### src/rtl/instruction_aligner_pkg.sv
// Shared types for the instruction aligner: alignment states, issue record and length test.
package instruction_aligner_pkg;

    typedef enum logic [1:0] {
        S_ALIGNED = 2'd0,
        S_SKIP    = 2'd1,
        S_HOLD    = 2'd2
    } state_e;

    localparam logic [1:0] INSTR_LEN32 = 2'b11;

    typedef struct packed {
        logic [31:0] instr;
        logic [31:0] pc;
    } issue_t;

    // Only 16- and 32-bit encodings exist here; longer formats are not recognised.
    function automatic logic is_len32(input logic [15:0] half);
        return half[1:0] == INSTR_LEN32;
    endfunction

endpackage

### src/rtl/instruction_aligner_split.sv
// Combinational issue-select: picks the next instruction from hold/word and the next alignment state.
// Zero latency; issues or consumes only when the caller's load is high.
module instruction_aligner_split
    import instruction_aligner_pkg::*;
(
    input  state_e      state,
    input  logic [15:0] hold,
    input  logic [31:0] hold_pc,
    input  logic        word_ok,
    input  logic [31:0] word,
    input  logic [31:0] word_pc,
    input  logic        load,
    output logic        issue_vld,
    output issue_t      issue_dat,
    output logic        use_word,
    output logic [15:0] hold_nxt,
    output logic [31:0] hold_pc_nxt,
    output state_e      state_nxt
);

    always_comb begin
        issue_vld   = 1'b0;
        issue_dat   = '0;
        use_word    = 1'b0;
        hold_nxt    = hold;
        hold_pc_nxt = hold_pc;
        state_nxt   = state;

        case (state)
            S_ALIGNED: begin
                if (word_ok && load) begin
                    use_word  = 1'b1;
                    issue_vld = 1'b1;
                    issue_dat.pc = word_pc;
                    if (is_len32(word[15:0])) begin
                        issue_dat.instr = word;
                    end else begin
                        issue_dat.instr = {16'h0000, word[15:0]};
                        hold_nxt        = word[31:16];
                        hold_pc_nxt     = word_pc + 32'd2;
                        state_nxt       = S_HOLD;
                    end
                end
            end

            S_SKIP: begin
                // Entered on a redirect to pc[1]=1: the low half belongs to the old path.
                if (word_ok && load) begin
                    use_word = 1'b1;
                    if (is_len32(word[31:16])) begin
                        hold_nxt    = word[31:16];
                        hold_pc_nxt = word_pc + 32'd2;
                        state_nxt   = S_HOLD;
                    end else begin
                        issue_vld       = 1'b1;
                        issue_dat.instr = {16'h0000, word[31:16]};
                        issue_dat.pc    = word_pc + 32'd2;
                        state_nxt       = S_ALIGNED;
                    end
                end
            end

            S_HOLD: begin
                if (!is_len32(hold)) begin
                    if (load) begin
                        issue_vld       = 1'b1;
                        issue_dat.instr = {16'h0000, hold};
                        issue_dat.pc    = hold_pc;
                        state_nxt       = S_ALIGNED;
                    end
                end else if (word_ok && load) begin
                    use_word        = 1'b1;
                    issue_vld       = 1'b1;
                    issue_dat.instr = {word[15:0], hold};
                    issue_dat.pc    = hold_pc;
                    hold_nxt        = word[31:16];
                    hold_pc_nxt     = word_pc + 32'd2;
                end
            end

            default: begin
                state_nxt = S_ALIGNED;
            end
        endcase
    end

endmodule

### src/rtl/instruction_aligner.sv
// Splits aligned 32-bit fetch words into 16/32-bit instructions with PC, one per cycle.
// Latency 1 cycle word->valid_o; a stalled output (valid_o & !ready_i) stops consumption of words.
module instruction_aligner
    import instruction_aligner_pkg::*;
#(
    parameter logic [31:0] RESET_PC = 32'h0000_0000
) (
    input  logic        clk_i,
    input  logic        rst_i,
    input  logic        fetch_valid_i,
    input  logic [31:0] fetch_word_i,
    input  logic [31:0] fetch_pc_i,
    output logic        fetch_ready_o,
    input  logic        flush_i,
    input  logic [31:0] flush_pc_i,
    output logic [31:0] instruction_o,
    output logic [31:0] pc_o,
    output logic        is_compressed_o,
    output logic        valid_o,
    input  logic        ready_i
);

    localparam state_e RESET_STATE = RESET_PC[1] ? S_SKIP : S_ALIGNED;

    state_e      state_r;
    logic [15:0] hold_r;
    logic [31:0] hold_pc_r;
    logic [31:0] next_fetch_pc_r;

    logic        load;
    logic        pc_match;
    logic        word_ok;
    logic        word_drop;
    logic        issue_vld;
    issue_t      issue_dat;
    logic        use_word;
    logic [15:0] hold_nxt;
    logic [31:0] hold_pc_nxt;
    state_e      state_nxt;

    assign load      = !valid_o || ready_i;
    assign pc_match  = fetch_pc_i == next_fetch_pc_r;
    assign word_ok   = fetch_valid_i && pc_match;
    // Words still in flight from before a redirect carry the wrong address and are thrown away.
    assign word_drop = fetch_valid_i && !pc_match;

    assign fetch_ready_o = rst_i && !flush_i && (use_word || word_drop);

    instruction_aligner_split u_split (
        .state       (state_r),
        .hold        (hold_r),
        .hold_pc     (hold_pc_r),
        .word_ok     (word_ok),
        .word        (fetch_word_i),
        .word_pc     (fetch_pc_i),
        .load        (load),
        .issue_vld   (issue_vld),
        .issue_dat   (issue_dat),
        .use_word    (use_word),
        .hold_nxt    (hold_nxt),
        .hold_pc_nxt (hold_pc_nxt),
        .state_nxt   (state_nxt)
    );

    always_ff @(posedge clk_i or negedge rst_i) begin
        if (!rst_i) begin
            state_r         <= RESET_STATE;
            hold_r          <= 16'h0000;
            hold_pc_r       <= 32'h0000_0000;
            next_fetch_pc_r <= {RESET_PC[31:2], 2'b00};
            valid_o         <= 1'b0;
            instruction_o   <= 32'h0000_0000;
            pc_o            <= 32'h0000_0000;
            is_compressed_o <= 1'b0;
        end else if (flush_i) begin
            state_r         <= flush_pc_i[1] ? S_SKIP : S_ALIGNED;
            hold_r          <= 16'h0000;
            hold_pc_r       <= 32'h0000_0000;
            next_fetch_pc_r <= {flush_pc_i[31:2], 2'b00};
            valid_o         <= 1'b0;
        end else begin
            state_r   <= state_nxt;
            hold_r    <= hold_nxt;
            hold_pc_r <= hold_pc_nxt;
            if (use_word) begin
                next_fetch_pc_r <= next_fetch_pc_r + 32'd4;
            end
            if (load) begin
                valid_o <= issue_vld;
                if (issue_vld) begin
                    instruction_o   <= issue_dat.instr;
                    pc_o            <= issue_dat.pc;
                    is_compressed_o <= !is_len32(issue_dat.instr[15:0]);
                end
            end
        end
    end

endmodule

### config.mk
export PLATFORM = sky130hd
export DESIGN_NAME = instruction_aligner
export DESIGN_NICKNAME = d
export VERILOG_FILES = /design/src/rtl/instruction_aligner_pkg.sv /design/src/rtl/instruction_aligner_split.sv /design/src/rtl/instruction_aligner.sv
export SDC_FILE = /design/constraint.sdc
export NUM_CORES = 1
export LEC_CHECK = 0
export BUFFER_PORTS_ARGS = -buffer_cell sky130_fd_sc_hd__buf_2
export CAP_MARGIN = 0
export CORE_ASPECT_RATIO = 0.5
export CORE_MARGIN = 4
export CORE_UTILIZATION = 52
export CTS_BUF_LIST = sky130_fd_sc_hd__clkbuf_2
export DETAILED_ROUTE_END_ITERATION = 10
export PLACE_DENSITY = 0.76
export SYNTH_ARGS = -nofsm -noshare
export SYNTH_HDL_FRONTEND = slang
export SYNTH_SLANG_ARGS = --single-unit
export TNS_END_PERCENT = 10
### constraint.sdc
create_clock -name clk_i -period 3.3 [get_ports clk_i]
set_input_delay 0.165 -clock clk_i [delete_from_list [all_inputs] [get_ports clk_i]]
set_output_delay 0.165 -clock clk_i [all_outputs]
set_load 0.02 [all_outputs]
# --- Word level (Yosys, flattened, before mapping) ---
# Index checks and enable logic that the tools add are counted.
totals:
  word_cells: 90
  mem_bits_ro: 0
  register_bits: 148
  n_memories: 0
  out_inout_bits: 67
  in_bits: 101
  latchBits: 0
  mem_bits_rw: 0
op_classes:
  addsub: 2
  reduce_logical: 19
  muxes: 45
  magnitude_cmp: 0
  n_eq_ne: 15
  n_bitwise: 1
  div: 0
  mul: 0
  shift: 0
op_table:
  columns: ["operator", "n"]
  rows:
  - ["32-bit two-way mux", 10]
  - ["64-bit two-way mux", 4]
  - ["64-bit one-hot mux with 3 select lines", 1]
  - ["16-bit two-way mux", 7]
  - ["48-bit two-way mux", 2]
  - ["32-bit one-hot mux with 3 select lines", 1]
  - ["16-bit one-hot mux with 3 select lines", 1]
  - ["32-bit by 2-bit adder with 32-bit output (second input constant)", 1]
  - ["32-bit by 3-bit adder with 32-bit output (second input constant)", 1]
  - ["32-bit equality test", 1]
  - ["3-bit by 2-bit inequality test with 1-bit output (second input constant)", 6]
  - ["2-bit two-way mux", 7]
  - ["2-bit equality test (second input constant)", 5]
  - ["1-bit two-way mux", 9]
  - ["7-bit AND reduction", 1]
  - ["3-bit inequality test (second input constant)", 2]
  - ["2-bit one-hot mux with 3 select lines", 1]
  - ["1-bit logical AND", 5]
  - ["5-bit AND reduction", 1]
  - ["1-bit logical NOT", 4]
  - ["2-bit nonzero test", 2]
  - ["4-bit nonzero test", 1]
  - ["1-bit one-hot mux with 3 select lines", 1]
  - ["3-bit AND reduction", 1]
  - ["6 further kinds", 7]

# --- Logic depth before layout (Yosys ltp) ---
# Gate-level depths: netlist of the first run.
logic_depth:
  word_depth: 8
  mapped_depth: 11
  mapped_depth_nobuf: 8

# --- By module ---
# Synthesis of the first run repeated with hierarchy kept, for this count alone.
hier_totals:
  cells_unflattened: 890
  hier_area_um2: 8670.8
modules_own_cells:
  columns: ["module", "area_per_inst_um2", "cells_each", "seq_area_each_um2", "instances"]
  rows:
  - ["instruction_aligner", 6118.4, 484, 3653.5, 1]
  - ["instruction_aligner_split", 2552.4, 406, 0.0, 1]

# --- Least setup slack after synthesis of the first run ---
# No wires, ideal clock.
synth_timing:
  kind: "register to output"
  from: "register next_fetch_pc_r[8]"
  to: "output port fetch_ready_o"
  t_required_ps: 3135
  path_slack_ps: 336
  n_path_buf: 2
  path_stages_with_launch: 10
  t_arrival_ps: 2799
  path_cell_list: "dfrtp_1 -> xor2_1 -> or4_4 -> nor4_4 -> nand4_4 -> buf_2 -> buf_2 -> nor2_1 -> a21oi_1 -> nor3b_1"
synth_via:
  elab_chain_len: 8
  word_cells_on_any_way: 10
  classes_between: "eq/ne (1); mux (3); reduce/logical (6)"
synth_lines:
  columns: ["item", "line_no", "text"]
  rows:
  - ["start: declaration", "instruction_aligner.sv:28", "logic [31:0] next_fetch_pc_r;"]
  - ["start signal: assignment", "instruction_aligner.sv:70", "next_fetch_pc_r <= {RESET_PC[31:2], 2'b00};"]
  - ["start signal: assignment", "instruction_aligner.sv:79", "next_fetch_pc_r <= {flush_pc_i[31:2], 2'b00};"]
  - ["start signal: assignment", "instruction_aligner.sv:86", "next_fetch_pc_r <= next_fetch_pc_r + 32'd4;"]
  - ["32-bit equality test *", "instruction_aligner.sv:42", "assign pc_match = fetch_pc_i == next_fetch_pc_r;"]
  - ["1-bit logical AND", "instruction_aligner.sv:43", "assign word_ok = fetch_valid_i && pc_match;"]
  - ["1-bit logical AND", "instruction_aligner_split.sv:31, instruction_aligner_split.sv:48, instruction_aligner_split.sv:71", null]
  - ["1-bit two-way mux", "instruction_aligner_split.sv:31, instruction_aligner_split.sv:48, instruction_aligner_split.sv:71", null]
  - ["1-bit two-way mux", "instruction_aligner_split.sv:64", "if (!is_len32(hold)) begin"]
  - ["1-bit one-hot mux with 2 select lines", "instruction_aligner_split.sv:29", "case (state)"]
  - ["1-bit logical OR *", "instruction_aligner.sv:47", "assign fetch_ready_o = rst_i && !flush_i && (use_word || word_drop);"]
  - ["1-bit logical AND *", "instruction_aligner.sv:47", null]
  - ["end: declaration", "instruction_aligner.sv:13", "output logic fetch_ready_o,"]
# Mark *: on every way between the ends. The rest lies on a longest branch, timed or not.

# --- Final worst setup path of the first run ---
# Same ends and word-level chain as after synthesis.

==> run summary, run 1 <==
Final core utilization = 0.695
Post-synthesis sequential area ratio = 0.432
Status = finished, final reports clean
Slew Viols, Final = 0
Area leader, netlist = dfrtp_1
Site Rows = 32
Clk sinks = 146
Largest net degree at the start of global routing = 127
Setup crit start kind = flip-flop
Die X = 188 µm
Initial drt markers = 748
Final Hold Fails = 0
Synth Area in Compound Gates = 0.166
Post-synth top area share = 0.432
Layout Skew = 48.4 ps
DRT antenna net count = 0
FMAX = 0.330 GHz
Share of layout cells above drive strength 1 = 0.236
Final Cycle Share = 0.918
Worst Hold Class = input port to asynchronous set/reset pin
Post-synthesis cell type count = 59
# port buffers = 166
Actual slew at the worst max-slew pin = 1000 ps
WHS = 27.8 ps
Vias per cell = 5.88
Crit. End Element = output pin
Synthesis Warnings = 0
Area Overhead vs Synth = 28.4%
Async SR Flop Fraction = 1.00
Most common cell in the netlist = nand2_1
Ant. Diodes = 0
Nets = 1271
Mux cell area share after synthesis = 0.0485
Synthesized area = 8470 µm²
Maximum VDD drop = 0.226 mV
CTS tree = built
Clock Tree Buf Depth = 2
Post-synth EDFFs = 0
Largest family of logic cells by synthesized area = simple AND/OR/NAND/NOR gates
Worst Path Required = 3130 ps
GRT Overall Usage = 0.288
Worst skew pair latency = 740 ps
Seq cells post-synth = 146
Via count = 8247
Initial Utilization = 0.541
Post-DP HPWL = 17100 µm
Synthesized area per cell = 9.36 µm²
Final worst setup slack = 269 ps
CP Class = flip-flop to output pin
H-tree depth = 4
Clk pin slew, worst setup/hold paths = 230 ps
Max Cap Viol = 0
Root buffer cell = clkbuf_2
Post-layout min period = 3030 ps
Gate Count Post-Synth = 905
Die Height = 98.2 µm
Post-Synth Simple-Gate Area = 0.228
XOR/XNOR Fraction of Synth Area = 0.0734
Sum Neg Setup Slack = 0 ps
GR Overflow Total = 0
CORE AREA = 15700 µm²
TritonCTS buffer count = 17
Routed wire length = 26900 µm
Pwr Density = 307 nW/µm²
RSZ-0062 raised after global routing = no
Synth area leaders = dfrtp_1 (43%), nand2_1 (7.3%), xnor2_1 (5.9%)
Main synth FF type = dfrtp_1
Vias in the first global route = 8037
First-pass GRT wire length = 43100 µm
Pre-antenna DRT Iters = 7
Total power = 3.33 mW
Crit-path max FO = 5
Pre-CTS setup slack = 130 ps
# IOs = 168
Synth Area in Adders = 0.00296
Relative slew slack = 0.330
Antenna violations before repair = 0
Worst EP arrival = 2870 ps
Synth Net Count = 1008
Die ar. = 18500 µm²
Final setup fails = 0
Leakage = 4.68 nW
Gpl congestion = 0.924
Commonest cells in the netlist = nand2_1 (165), dfrtp_1 (146), a21oi_1 (59)
Post-route DRC = 0
WL per Instance = 19.2 µm
worst paths after layout:
path / from / endpoint / slack (ps) / depth (start not counted)
setup / recovery: next_fetch_pc_r[8] / fetch_ready_o / 270 / 9
hold / removal: rst_i / pc_o[19] / 30 / 3
setup reg to reg: next_fetch_pc_r[13] / instruction_o[16] / 280 / 7
hold reg to reg: pc_o[12] / pc_o[12] / 520 / 1
max in group asynchronous: rst_i / next_fetch_pc_r[19] / 2070 / 3
min in group clk_i: flush_pc_i[28] / next_fetch_pc_r[28] / 150 / 4
layout make-up:
cell class	count	area [µm²]
repair buffers	313	2250
well taps	221	277
multi-input cells	676	4440
clock buffers	18	90.1
inverters	14	52.6
fillers	1214	4780
clock inverters	14	115
flip-flops and latches	146	3650
state kept, by name, indices dropped and copies added, names as in the netlist:
register         cells
pc_o                32
state_r              2
hold_r              16
next_fetch_pc_r     30
hold_pc_r           32
valid_o              1
is_compressed_o      1
instruction_o       32
worst max-delay path, stage by stage, from the launching register on:
cell,delay [ps]
dfrtp_1,430
xor2_1,170
or4_4,500
nor4_4,180
buf_4,180
nand4_4,160
nor2_4,130
a21oi_1,50
nor3b_1,180
buf_2,200
metal layers:
layer  GRT usage  part of all wire  wire length, µm  up-vias
met5           0                 0                0        -
met2       0.465              0.47            12600      424
met1       0.393              0.42            11400     3973
li1            -                 -                -     3780
met4      0.0946             0.022              601        0
met3      0.0589             0.086             2310       70
layout by cell type, fill, tap and decap left out, drive strengths merged, types with 18 or more instances in the layout:
cell type      n
buf          199
nand2        166
dfrtp        146
dlygate4sd3  114
a21oi         59
xnor2         57
a22oi         36
o21ai         35
nand3         32
a31oi         31
nand4         28
mux2          28
nor4          27
and3b         26
nor2          25
a22o          19
clkbuf        18
through the flow:
stage,instances,instance area [µm²]
floorplan,905,8470
global placement,1252,9480
global route,1402,10900
detailed placement,1252,9480
finish,1402,10900
CTS,1399,10800
cell families (layout without fill, tap and decap cells):
group | count (synthesis) | count (layout)
adder cells (fa/ha/maj) | 2 | 2
multiplexers | 30 | 30
AO/OA/AOI/OAI | 209 | 209
XOR/XNOR | 71 | 71
flip-flops | 146 | 146
AND/OR/NAND/NOR | 364 | 364
buffers and inverters | 83 | 359
where the power goes:
| part | leakage [nW] | switching [mW] | total [mW] | internal [mW] |
|---|---|---|---|---|
| Combinational | 2.59 | 0.249 | 0.481 | 0.233 |
| Clock | 0.115 | 0.698 | 0.965 | 0.268 |
| Sequential | 1.98 | 0.0605 | 1.89 | 1.83 |
| Total | 4.68 | 1.01 | 3.33 | 2.33 |
repair_timing:
item / in CTS / in global routing
hold buffers: 114 / 0
endpoints found under the setup margin: 1 / 1
pin swaps: 1 / 1
gates resized for setup: 0 / 4
buffers inserted: 1 / 3
hold endpoints to repair: 289 / 0
(Power assumes the default switching activity.)
==> run 2: changes to the inputs <==
- CORE_UTILIZATION: 52 -> 58
- PLACE_DENSITY: 0.76 -> 0.83
==> run summary, run 2 (synthesis results as in run 1) <==
R2r setup slk = 330 ps
WHS Endpoint = next_fetch_pc_r[18]
Final setup fails = 0
Maximum VDD drop = 0.216 mV
Site Rows = 30
Clock Tree Buf Depth = 2
Max Cap Viol = 0
Critical path buffers and inverters = 3
Layout Skew = 43.2 ps
Pre-CTS setup slack = 214 ps
DRT antenna net count = 0
Crit-path max FO = 5
Die X = 179 µm
# port buffers = 166
# IOs = 168
GR Overflow Total = 0
Worst Reg2Reg Path Length in Cells = 8
Slowest stage cell, crit path = dfrtp_1
Status = finished, final reports clean
Largest net degree at the start of global routing = 105
TritonCTS buffer count = 17
Final Hold Fails = 0
WL per Instance = 20.4 µm
Post-layout min period = 3210 ps
Via count = 8654
Clk pin slew, worst setup/hold paths = 240 ps
Crit Reg-Reg Startpoint = next_fetch_pc_r[31]
Nets = 1262
Share of layout cells above drive strength 1 = 0.240
Worst Hold Class = input port to flip-flop
Pre-antenna DRT Iters = 11
Leakage = 4.67 nW
CP startpoint = next_fetch_pc_r[29]
Relative slew slack = 0.316
Gpl congestion = 0.953
Slew Viols, Final = 0
Setup crit start kind = flip-flop
Final core utilization = 0.776
Initial Utilization = 0.608
CTS tree = built
Cells along the critical path = xnor2_1 -> nand4_1 -> nor4_4 -> buf_4 -> nand4_1 -> buf_4 -> a21oi_1 -> nor3b_1 -> buf_2
H-tree depth = 4
Worst Hold Depth = 4
First-pass GRT wire length = 44600 µm
CP max stage delay = 520 ps
Critical path's top delay family = simple AND/OR/NAND/NOR gates
Root buffer cell = clkbuf_2
Post-route DRC = 0
RSZ-0062 raised after global routing = no
Initial drt markers = 1261
Die ar. = 16700 µm²
Hold path start = flush_pc_i[18]
Vias per cell = 6.34
Global route hottest layer = met2
Vias in the first global route = 8642
Met2 GRT Util = 0.527
Final worst setup slack = 93.0 ps
GRT Overall Usage = 0.334
Actual slew at the worst max-slew pin = 1030 ps
FMAX = 0.312 GHz
Most frequent cells in the layout = nand2_1 (165), buf_2 (165), dfrtp_1 (145)
Clk sinks = 146
Routed wire length = 27800 µm
Die Height = 93.4 µm
Area Overhead vs Synth = 27.6%
Pwr Density = 314 nW/µm²
Crit. End Element = output pin
Crit Reg-Reg Endpoint = instruction_o[25]
Final Cycle Share = 0.972
CP Class = flip-flop to output pin
Total power = 3.39 mW
GR Util met3 = 0.0828
Post-DP HPWL = 17100 µm
Sum Neg Setup Slack = 0 ps
Worst Path Required = 3130 ps
WHS = 164 ps
Met1 Use GR = 0.438
Worst EP arrival = 3040 ps
CORE AREA = 13900 µm²
Regs by FF count = hold_pc_r: 32 flops, instruction_o: 32 flops, pc_o: 32 flops
Worst skew pair latency = 740 ps
Antenna violations before repair = 1
## run 2: metal layers
layer,vias to the layer above,wire length [µm]
met5,-,0
met4,0,1260
met3,172,3330
met2,683,12600
met1,4026,10600
li1,3773,-
## run 2: worst reg2reg max path, delay by kind of cell (launching register included)
kind                   cells  cell delay, ps
flip-flops                 1             480
XOR/XNOR                   1             240
multiplexers               1             330
AND/OR/NAND/NOR            5            1640
buffers and inverters      1             200
## run 2: worst max path at each step
stage	end	slack [ps]	depth (start not counted)
finish	fetch_ready_o	90	9
global route	fetch_ready_o	9	9
CTS	fetch_ready_o	30	9
detailed placement	instruction_o[25]	210	8
global placement	instruction_o[17]	250	8
floorplan	fetch_ready_o	340	9
## run 2: layout make-up
type,instances,area (µm²)
clock inverters,15,144
clock buffers,17,85.1
fillers,873,3120
repair buffers,304,2200
diodes,1,2.50
well taps,192,240
inverters,14,52.6
flip-flops and latches,146,3650
multi-input cells,676,4430
## run 2: timing repair
item | in CTS | in global routing
endpoints found under the setup margin | 1 | 2
hold buffers | 107 | 0
pin swaps | 0 | 2
setup buffers | 1 | 1
endpoints found under the hold margin | 289 | 0
gates resized for setup | 2 | 2
## run 2: report_power, final
part / internal [mW] / switching, mW / total (mW)
combinational: 0.228 / 0.260 / 0.487
clock: 0.235 / 0.781 / 1.02
sequential: 1.83 / 0.0632 / 1.89
total: 2.29 / 1.10 / 3.39
## run 2: through the flow
stage                     std cells  cell area (µm²)
after floorplan                 905             8470
after global placement         1223             9460
after detailed placement       1223             9460
after CTS                      1363            10800
after global routing           1365            10800
final                          1365            10800
==> run 3: changes to the inputs <==
- CORE_ASPECT_RATIO: 0.5 -> unset
==> run summary, run 3 (synthesis results as in run 1) <==
Multi-input logic area = 4430 µm²
CORE AREA = 14100 µm²
# port buffers = 166
Storage element area = 3650 µm²
Crit Reg-Reg Startpoint = next_fetch_pc_r[7]
Vias in the first global route = 8453
Cells along the critical path = xor2_1 -> or4_4 -> nor4_4 -> buf_4 -> nand4_4 -> buf_6 -> nor2_4 -> a21oi_1 -> nor3b_1 -> buf_2
CTS tree = built
# IOs = 168
Routed wire length = 27300 µm
Crit-path max FO = 8
WL per Instance = 20.1 µm
TritonCTS buffer count = 17
Total power = 3.48 mW
Regs by FF count = hold_pc_r: 32 flops, instruction_o: 32 flops, pc_o: 32 flops
Worst Hold Class = input port to flip-flop
Antenna violations before repair = 1
Status = finished, final reports clean
R2r setup slk = 180 ps
Gpl congestion = 0.936
Sum Neg Setup Slack = 0 ps
Post-layout min period = 3190 ps
Site Rows = 43
Share of layout cells above drive strength 1 = 0.235
Layout Skew = 30.1 ps
CP Class = flip-flop to output pin
Worst skew pair latency = 780 ps
Worst EP arrival = 3030 ps
GRT Overall Usage = 0.335
Pre-antenna DRT Iters = 8
Initial Utilization = 0.601
Critical path buffers and inverters = 3
First-pass GRT wire length = 43800 µm
Most frequent cells in the layout = nand2_1 (165), buf_2 (165), dfrtp_1 (146)
Hold path start = flush_pc_i[7]
Crit. End Element = output pin
Die X = 129 µm
Maximum VDD drop = 0.282 mV
Pwr Density = 320 nW/µm²
GR Overflow Total = 0
FMAX = 0.313 GHz
Actual slew at the worst max-slew pin = 1010 ps
RSZ-0062 raised after global routing = yes
Relative slew slack = 0.327
CP max stage delay = 510 ps
Vias per cell = 6.20
Die ar. = 16600 µm²
Nets = 1266
Clk sinks = 146
Initial drt markers = 976
Post-DP HPWL = 16400 µm
Max Cap Viol = 0
Worst Path Required = 3130 ps
Critical path's top delay family = simple AND/OR/NAND/NOR gates
Root buffer cell = clkbuf_2
Largest net degree at the start of global routing = 99
Final Cycle Share = 0.968
Slowest stage cell, crit path = or4_4
Leakage = 4.70 nW
Fill count = 935
Die Height = 129 µm
Area Overhead vs Synth = 28.3%
Post-route DRC = 0
DRT antenna net count = 0
Slew Viols, Final = 0
Via count = 8411
Clock Tree Buf Depth = 2
H-tree depth = 4
CP startpoint = next_fetch_pc_r[8]
Final setup fails = 0
Clk pin slew, worst setup/hold paths = 240 ps
Final Hold Fails = 0
Setup crit start kind = flip-flop
[run 3: cell types whose count changed in the layout (fill, tap and decap cells not counted), sizes merged]
cell / previous run / this run
bufinv: 0 / 2
dlygate4sd3: 106 / 113
clkbuf: 17 / 18
inv: 22 / 21
buf: 198 / 195
clkinvlp: 4 / 2
[run 3: worst reg2reg max path: stages, from the launching register on]
cell and delay, ps:
dfrtp_1 550, o22ai_1 200, nor4_1 440, buf_4 220, and4_4 260, or4b_1 570
nand2_8 360, mux2_1 410
[run 3: final cells by class]
class                           count  area share
Timing Repair Buffer              308       0.208
Clock inverter                     14      0.0141
Tap cell                          180      0.0207
Multi-Input combinational cell    676       0.408
Sequential cell                   146       0.336
Inverter                           14     0.00484
Antenna cell                        1    0.000230
Clock buffer                       18     0.00829
[run 3: layer usage]
layer  vias up  track usage  part of all wire
met5         -            0                 0
met4         0        0.162             0.051
met3       138       0.0801             0.098
met2       554        0.538              0.47
met1      3933        0.426              0.38
li1       3786            -                 -
[run 3: worst paths after layout]
check,endpoint,cells past startpoint
max reg2reg,pc_o[21],7
min in group asynchronous,pc_o[18],4
min,next_fetch_pc_r[7],4
max in group asynchronous,pc_o[6],4
max,fetch_ready_o,10
min reg2reg,pc_o[8],1
[run 3: repair_timing]
item / 4_1_cts / 5_1_grt
buffers inserted: 2 / 1
hold endpoints to repair: 289 / 0
hold buffers: 114 / 0
setup endpoints to repair: 1 / 1
gates resized for setup: 3 / 2
pin swaps: 2 / 0
[run 3: per-stage QoR]
stage	hold WS, ps	setup WS, ps	util	instances	cell area, µm²
floorplan	-131	336	-	905	8470
global placement	155	192	0.668	1207	9420
detailed placement	158	153	0.668	1207	9420
CTS	75.6	52.6	0.770	1355	10800
global route	79.1	-202	0.771	1357	10900
finish	120	105	0.771	1357	10900
[run 3: power breakdown]
part,internal [mW],switching [mW],total (mW)
clock network,0.365,0.735,1.10
registers,1.83,0.0580,1.88
logic,0.236,0.259,0.496
